`src/rtl/spi_main_gen.sv`:
```
// spi_main_gen: single-frame SPI main (controller) with programmable polarity, phase and chip select
//
// Parameters:
//   DATA_W   frame width in bits (4..32)
//   CLK_DIV  clk cycles per SCLK half-period (>=1)
//   NUM_CS   number of chip selects (1..8)
// Ports:
//   clk      sole clock, rising edge
//   rst      synchronous active-high reset
//   start    transfer request, honoured only while idle
//   tx       transmit word, latched on accepted start
//   cs_sel   target select, latched on accepted start
//   cpol     SCLK idle level, latched on accepted start
//   cpha     0: sample leading / shift trailing, 1: shift leading / sample trailing
//   miso     serial data from target
//   sclk     serial clock
//   mosi     serial data to target
//   cs_n     active-low selects, one-hot-low while a valid target is selected
//   rx       last received word, updated when a frame completes
//   busy     high from the cycle after an accepted start through the done cycle
//   done     one-cycle completion pulse
// Build option:
//   SPI_MAIN_GEN_LSB_FIRST_EN  shift tx out and assemble rx LSB first (MSB first otherwise)
module spi_main_gen #(
    parameter int DATA_W = 8,
    parameter int CLK_DIV = 4,
    parameter int NUM_CS = 1,
    localparam int CS_W = (NUM_CS > 1) ? $clog2(NUM_CS) : 1
) (
    input  logic              clk,
    input  logic              rst,
    input  logic              start,
    input  logic [DATA_W-1:0] tx,
    input  logic [CS_W-1:0]   cs_sel,
    input  logic              cpol,
    input  logic              cpha,
    input  logic              miso,
    output logic              sclk,
    output logic              mosi,
    output logic [NUM_CS-1:0] cs_n,
    output logic [DATA_W-1:0] rx,
    output logic              busy,
    output logic              done
);
`ifdef SPI_MAIN_GEN_LSB_FIRST_EN
    localparam bit LSB_FIRST = 1'b1;
`else
    localparam bit LSB_FIRST = 1'b0;
`endif
    localparam int CW = $clog2(CLK_DIV) + 1;
    localparam int EW = $clog2(2 * DATA_W) + 1;
    localparam logic [CW-1:0] C_LAST = CW'(CLK_DIV - 1);
    localparam logic [EW-1:0] E_LAST = EW'(2 * DATA_W - 1);
    localparam logic [2:0] IDLE  = 3'd0;
    localparam logic [2:0] SETUP = 3'd1;
    localparam logic [2:0] XFER  = 3'd2;
    localparam logic [2:0] HOLD  = 3'd3;
    localparam logic [2:0] DONE  = 3'd4;
    logic [2:0]        state;
    logic [CW-1:0]     cnt;
    logic [EW-1:0]     ecnt;
    logic              sclk_r;
    logic              mosi_r;
    logic              cpha_r;
    logic [CS_W-1:0]   cs_sel_r;
    logic [DATA_W-1:0] sh_tx;
    logic [DATA_W-1:0] sh_rx;
    logic [DATA_W-1:0] rx_r;
    logic              sel_act;
    function automatic logic head(input logic [DATA_W-1:0] v);
        return LSB_FIRST ? v[0] : v[DATA_W-1];
    endfunction
    function automatic logic [DATA_W-1:0] adv(input logic [DATA_W-1:0] v);
        return LSB_FIRST ? (v >> 1) : (v << 1);
    endfunction
    assign sel_act = (state == SETUP) || (state == XFER) || (state == HOLD);
    assign busy    = state != IDLE;
    assign done    = state == DONE;
    assign sclk    = sclk_r;
    assign mosi    = mosi_r;
    assign rx      = rx_r;
    // an out-of-range cs_sel matches no bit, so the frame runs with every select high
    always_comb begin
        cs_n = '1;
        for (int i = 0; i < NUM_CS; i++) cs_n[i] = !(sel_act && cs_sel_r == CS_W'(i));
    end
    // ecnt counts SCLK edges already produced: even = next edge is leading.
    // For cpha=0 the first bit is preloaded on mosi during SETUP, so both phases
    // share one "present next bit" operation on their advancing edge.
    always_ff @(posedge clk) begin
        if (rst) begin
            state    <= IDLE;
            cnt      <= '0;
            ecnt     <= '0;
            sclk_r   <= 1'b0;
            mosi_r   <= 1'b0;
            cpha_r   <= 1'b0;
            cs_sel_r <= '0;
            sh_tx    <= '0;
            sh_rx    <= '0;
            rx_r     <= '0;
        end else begin
            case (state)
                IDLE: if (start) begin
                    state    <= SETUP;
                    cnt      <= '0;
                    ecnt     <= '0;
                    sclk_r   <= cpol;
                    cpha_r   <= cpha;
                    cs_sel_r <= cs_sel;
                    sh_tx    <= cpha ? tx : adv(tx);
                    mosi_r   <= cpha ? 1'b0 : head(tx);
                end
                SETUP: begin
                    cnt   <= (cnt == C_LAST) ? '0 : cnt + 1'b1;
                    state <= (cnt == C_LAST) ? XFER : SETUP;
                end
                XFER: begin
                    if (cnt == C_LAST) begin
                        cnt    <= '0;
                        ecnt   <= ecnt + 1'b1;
                        sclk_r <= ~sclk_r;
                        if (ecnt[0] != cpha_r) begin
                            mosi_r <= head(sh_tx);
                            sh_tx  <= adv(sh_tx);
                        end else begin
                            sh_rx <= LSB_FIRST ? {miso, sh_rx[DATA_W-1:1]} : {sh_rx[DATA_W-2:0], miso};
                        end
                        if (ecnt == E_LAST) state <= HOLD;
                    end else begin
                        cnt <= cnt + 1'b1;
                    end
                end
                HOLD: begin
                    if (cnt == C_LAST) begin
                        cnt    <= '0;
                        state  <= DONE;
                        rx_r   <= sh_rx;
                        mosi_r <= 1'b0;
                    end else begin
                        cnt <= cnt + 1'b1;
                    end
                end
                DONE: begin
                    state <= IDLE;
                    ecnt  <= '0;
                end
                default: state <= IDLE;
            endcase
        end
    end
endmodule

```
`config.mk`:
```
export PLATFORM = sky130hd
export DESIGN_NAME = spi_main_gen
export DESIGN_NICKNAME = d
export VERILOG_FILES = /design/src/rtl/spi_main_gen.sv
export SDC_FILE = /design/constraint.sdc
export NUM_CORES = 1
export LEC_CHECK = 0
export ABC_AREA = 1
export BUFFER_PORTS_ARGS = -buffer_cell sky130_fd_sc_hd__buf_2
export CAP_MARGIN = 20
export CORE_MARGIN = 1.5
export CORE_UTILIZATION = 39
export CTS_BUF_LIST = sky130_fd_sc_hd__clkbuf_4 sky130_fd_sc_hd__clkbuf_8 sky130_fd_sc_hd__clkbuf_16
export DETAILED_ROUTE_END_ITERATION = 10
export PLACE_DENSITY_LB_ADDON = 0.05
export SYNTH_ARGS = -nofsm -noshare
export SYNTH_HDL_FRONTEND = slang
export SYNTH_SLANG_ARGS = --single-unit
```
`constraint.sdc`:
```
create_clock -name clk -period 1.55 [get_ports clk]
set_input_delay 0.2325 -clock clk [delete_from_list [all_inputs] [get_ports clk]]
set_output_delay 0.2325 -clock clk [all_outputs]
set_load 0.05 [all_outputs]
```
==> results by group <==
Timing
  • Max-slew violations: 0
  • Final Setup Violations: 0
  • Fin. Hold Viols: 0
  • Max-slew headroom: 72.7%
  • Worst Skew: 0.00848 ns
  • PnR worst setup slack: 0.0754 ns
  • Fmax: 0.678 GHz
  • Post-route minimum period: 1.47 ns
  • Setup tns final: 0 ns
  • Final period utilization: 95.1%
  • Tightest Pin Transition: 0.406 ns

Clock network
  • # clock sinks: 39
  • Hold buffers post-CTS: 0
  • Longest Clk Path Bufs: 2
  • Clk pin slew, worst setup/hold paths: 0.08 ns
  • Worst skew pair latency: 0.30 ns
  • CTS tree: yes
  • H-tree depth: 2
  • Clock Tree Root: clkbuf_8
  • CTS buffer count: 5

Critical path
  • Setup crit start kind: register
  • CP startpoint: state[0]$_SDFFE_PP0P_
  • FF-to-FF path depth: 9
  • CP Max Fanout: 5
  • Critical path arrival: 1.24 ns
  • Data required time of the critical path: 1.32 ns
  • Flop2flop setup slack: 0.15 ns
  • Setup crit end: busy
  • CP Capture Type: output port
  • Kind of critical path: register to output port
  • Reg2reg start: state[1]$_SDFFE_PP0P_
  • Worst R2R End: sh_tx[0]$_SDFFE_PP0P_

Floorplan
  • FP Rows: 25
  • CORE AREA: 0.00482 mm²
  • Die H: 74.4 µm
  • Die area: 0.00554 mm²
  • Initial Util: 41.3%
  • Chip width: 74.4 µm
  • Top Ports: 28

Synthesis
  • Post-synth EDFFs: 0
  • Syn nets: 313
  • Largest cells by area after synthesis: dfxtp_1 39%, nand2_1 15%, a21oi_1 8.8%, o21ai_0 6.0%, nand3_1 5.8%
  • Syn Area/Cell: 6.75 µm²
  • Post-synthesis mux area share: 0%
  • Synthesis warning total: 0
  • Synth async-reset ratio: 0%
  • Most frequent cell after synthesis: nand2_1
  • Mapped Cells: 295
  • FF+latch count, synth: 39
  • Synthesized cell area: 0.00199 mm²
  • Compound-Gate Fraction of Synth Area: 15.1%
  • Area leader, netlist: dfxtp_1
  • Ys flop type: dfxtp_1
  • Largest family of logic cells by synthesized area: simple AND/OR/NAND/NOR gates
  • Post-Synth Simple-Gate Area: 33.1%
  • Commonest cells in the netlist: 80 x nand2_1, 39 x dfxtp_1, 35 x a21oi_1
  • Adder-cell share of the synthesized area: 1.89%
  • Post-Synth XOR/XNOR Area: 0%
  • Synth top area share: 39.2%
  • Cell variety after synth: 25
  • Seq/Total Area, Yosys: 39.2%

GRT
  • Global-route usage over all layers: 17.3%
  • Vias in the first global route: 1,645
  • Initial antenna violation count: 0
  • GRT overflow: 0
  • First-pass GRT wire length: 7.36 mm
  • Largest net degree at the start of global routing: 29

Worst hold path
  • Hold path depth: 3
  • Hold Crit Class: input pin to register

Placed design
  • Cell area after placement: 0.00220 mm²
  • IO Port Bufs: 27
  • RD Place Congestion: 0.828
  • Pre-CTS setup slack: 0.0329 ns
  • Final HPWL DP: 3.03 mm

Power and ir drop
  • Leakage: 1.11 nW
  • Total power draw: 2.26 mW
  • Worst vdd rail ir drop: 0.538 mV
  • Power density over the cells: 963 mW/mm²

Finish
  • Area of the multi-input gates: 0.00102 mm²
  • Fin nets: 344
  • Layout cell share with drive strength beyond 1: 20.2%
  • Register Area: 786 µm²
  • Diodes inserted: 0
  • Layout fillers: 527
  • Fin area: 0.00235 mm²
  • Area Growth Syn to Fin: 18.1%

Detailed routing
  • Detailed Routing Iterations Pass 1: 4
  • Via Count: 1,890
  • Post-DR wirelength/cell: 11.3 µm
  • Via density: 4.80
  • Routed Antenna Nets: 0
  • Final WL: 4.46 mm
  • Drc violations: 0
  • DRT iter0 DRCs: 44

Flow run
  • Maxcap violations: 0

Outcome
  • Outcome: finished, final reports clean
-- stage by stage --
| step | utilization [%] | std cells | hold slack, ns |
|---|---|---|---|
| 3_5_place_dp | 45.6 | 386 | 0.446 |
| 2_1_floorplan | - | 295 | 0.423 |
| 5_1_grt | 48.8 | 394 | 0.247 |
| 4_1_cts | 48.1 | 394 | 0.224 |
| 6_report | 48.8 | 394 | 0.225 |
| 3_3_place_gp | 45.6 | 386 | 0.444 |
-- power breakdown --
part | internal, mW | switching, mW | leakage (nW)
clock | 0.480 | 0.389 | 0.0581
sequential | 1.04 | 0.0279 | 0.319
combinational | 0.108 | 0.215 | 0.734
total | 1.63 | 0.633 | 1.11
-- worst min path at each step --
| stage | startpoint | endpoint | slack, ns |
|---|---|---|---|
| 2_1_floorplan | miso | sh_rx[0]$_SDFFE_PP0P_ | 0.42 |
| 4_1_cts | miso | sh_rx[0]$_SDFFE_PP0P_ | 0.22 |
| 3_5_place_dp | sh_rx[7]$_SDFFE_PP0P_ | sh_rx[7]$_SDFFE_PP0P_ | 0.45 |
| 3_3_place_gp | cs_sel_r$_SDFFE_PP0P_ | cs_sel_r$_SDFFE_PP0P_ | 0.44 |
| 6_report | miso | sh_rx[0]$_SDFFE_PP0P_ | 0.23 |
| 5_1_grt | cs_sel | cs_sel_r$_SDFFE_PP0P_ | 0.25 |
-- critical path: stages (launching register included) --
cell	delay (ns)
dfxtp_4	0.38
nor2_2	0.16
nand2_1	0.16
clkbuf_4	0.25
-- registers in the layout, indices dropped and copies added (netlist names) --
name and count:
mosi 1, cpha_r 1, sh_tx 8, sh_rx 8, cs_sel_r 1, cnt 3
ecnt 5, state 3, rx 8, sclk 1
-- routing by layer --
metal	track usage [%]	part of all wire, %	up-vias
met2	27.3	43	36
met5	0	0	-
met1	23.4	51	838
met3	2.85	3.5	8
li1	-	-	1008
met4	7.27	1.8	0
-- kinds of logic (layout without fill, tap and decap cells) --
logic type	count (synthesis)	count (layout)
and+or+nand+nor	147	147
AOI/OAI and AO/OA	60	60
adders and majority gates	3	3
buffers and inverters	46	78
DFF	39	39
-- cells in the final DEF (no fill, tap or decap), types with 2 or more instances in the layout --
master and count:
nand2_1 80, dfxtp_1 37, a21oi_1 35, inv_1 30
nor2_1 24, o21ai_0 24, buf_2 24, nand3_1 23
buf_4 9, clkbuf_8 5, nand2_2 3, nor2_2 3
nor3_1 3, ha_1 3, inv_2 2, inv_4 2
nand2_4 2, nand3_2 2, nor2_4 2, clkbuf_4 2
-- layout make-up --
type                    count  area share, %
well taps                  67           3.57
inverters                  34           5.64
repair buffers             36           9.10
multi-input cells         210           43.5
flip-flops and latches     39           33.4
clock buffers               5           2.93
clock inverters             3           1.86
-- what timing repair did --
item	CTS	global route
setup buffers	0	0
cloned	0	0
setup endpoints to repair	2	16
gates resized for setup	3	10
Note: power is estimated with default switching activity, not from simulation.
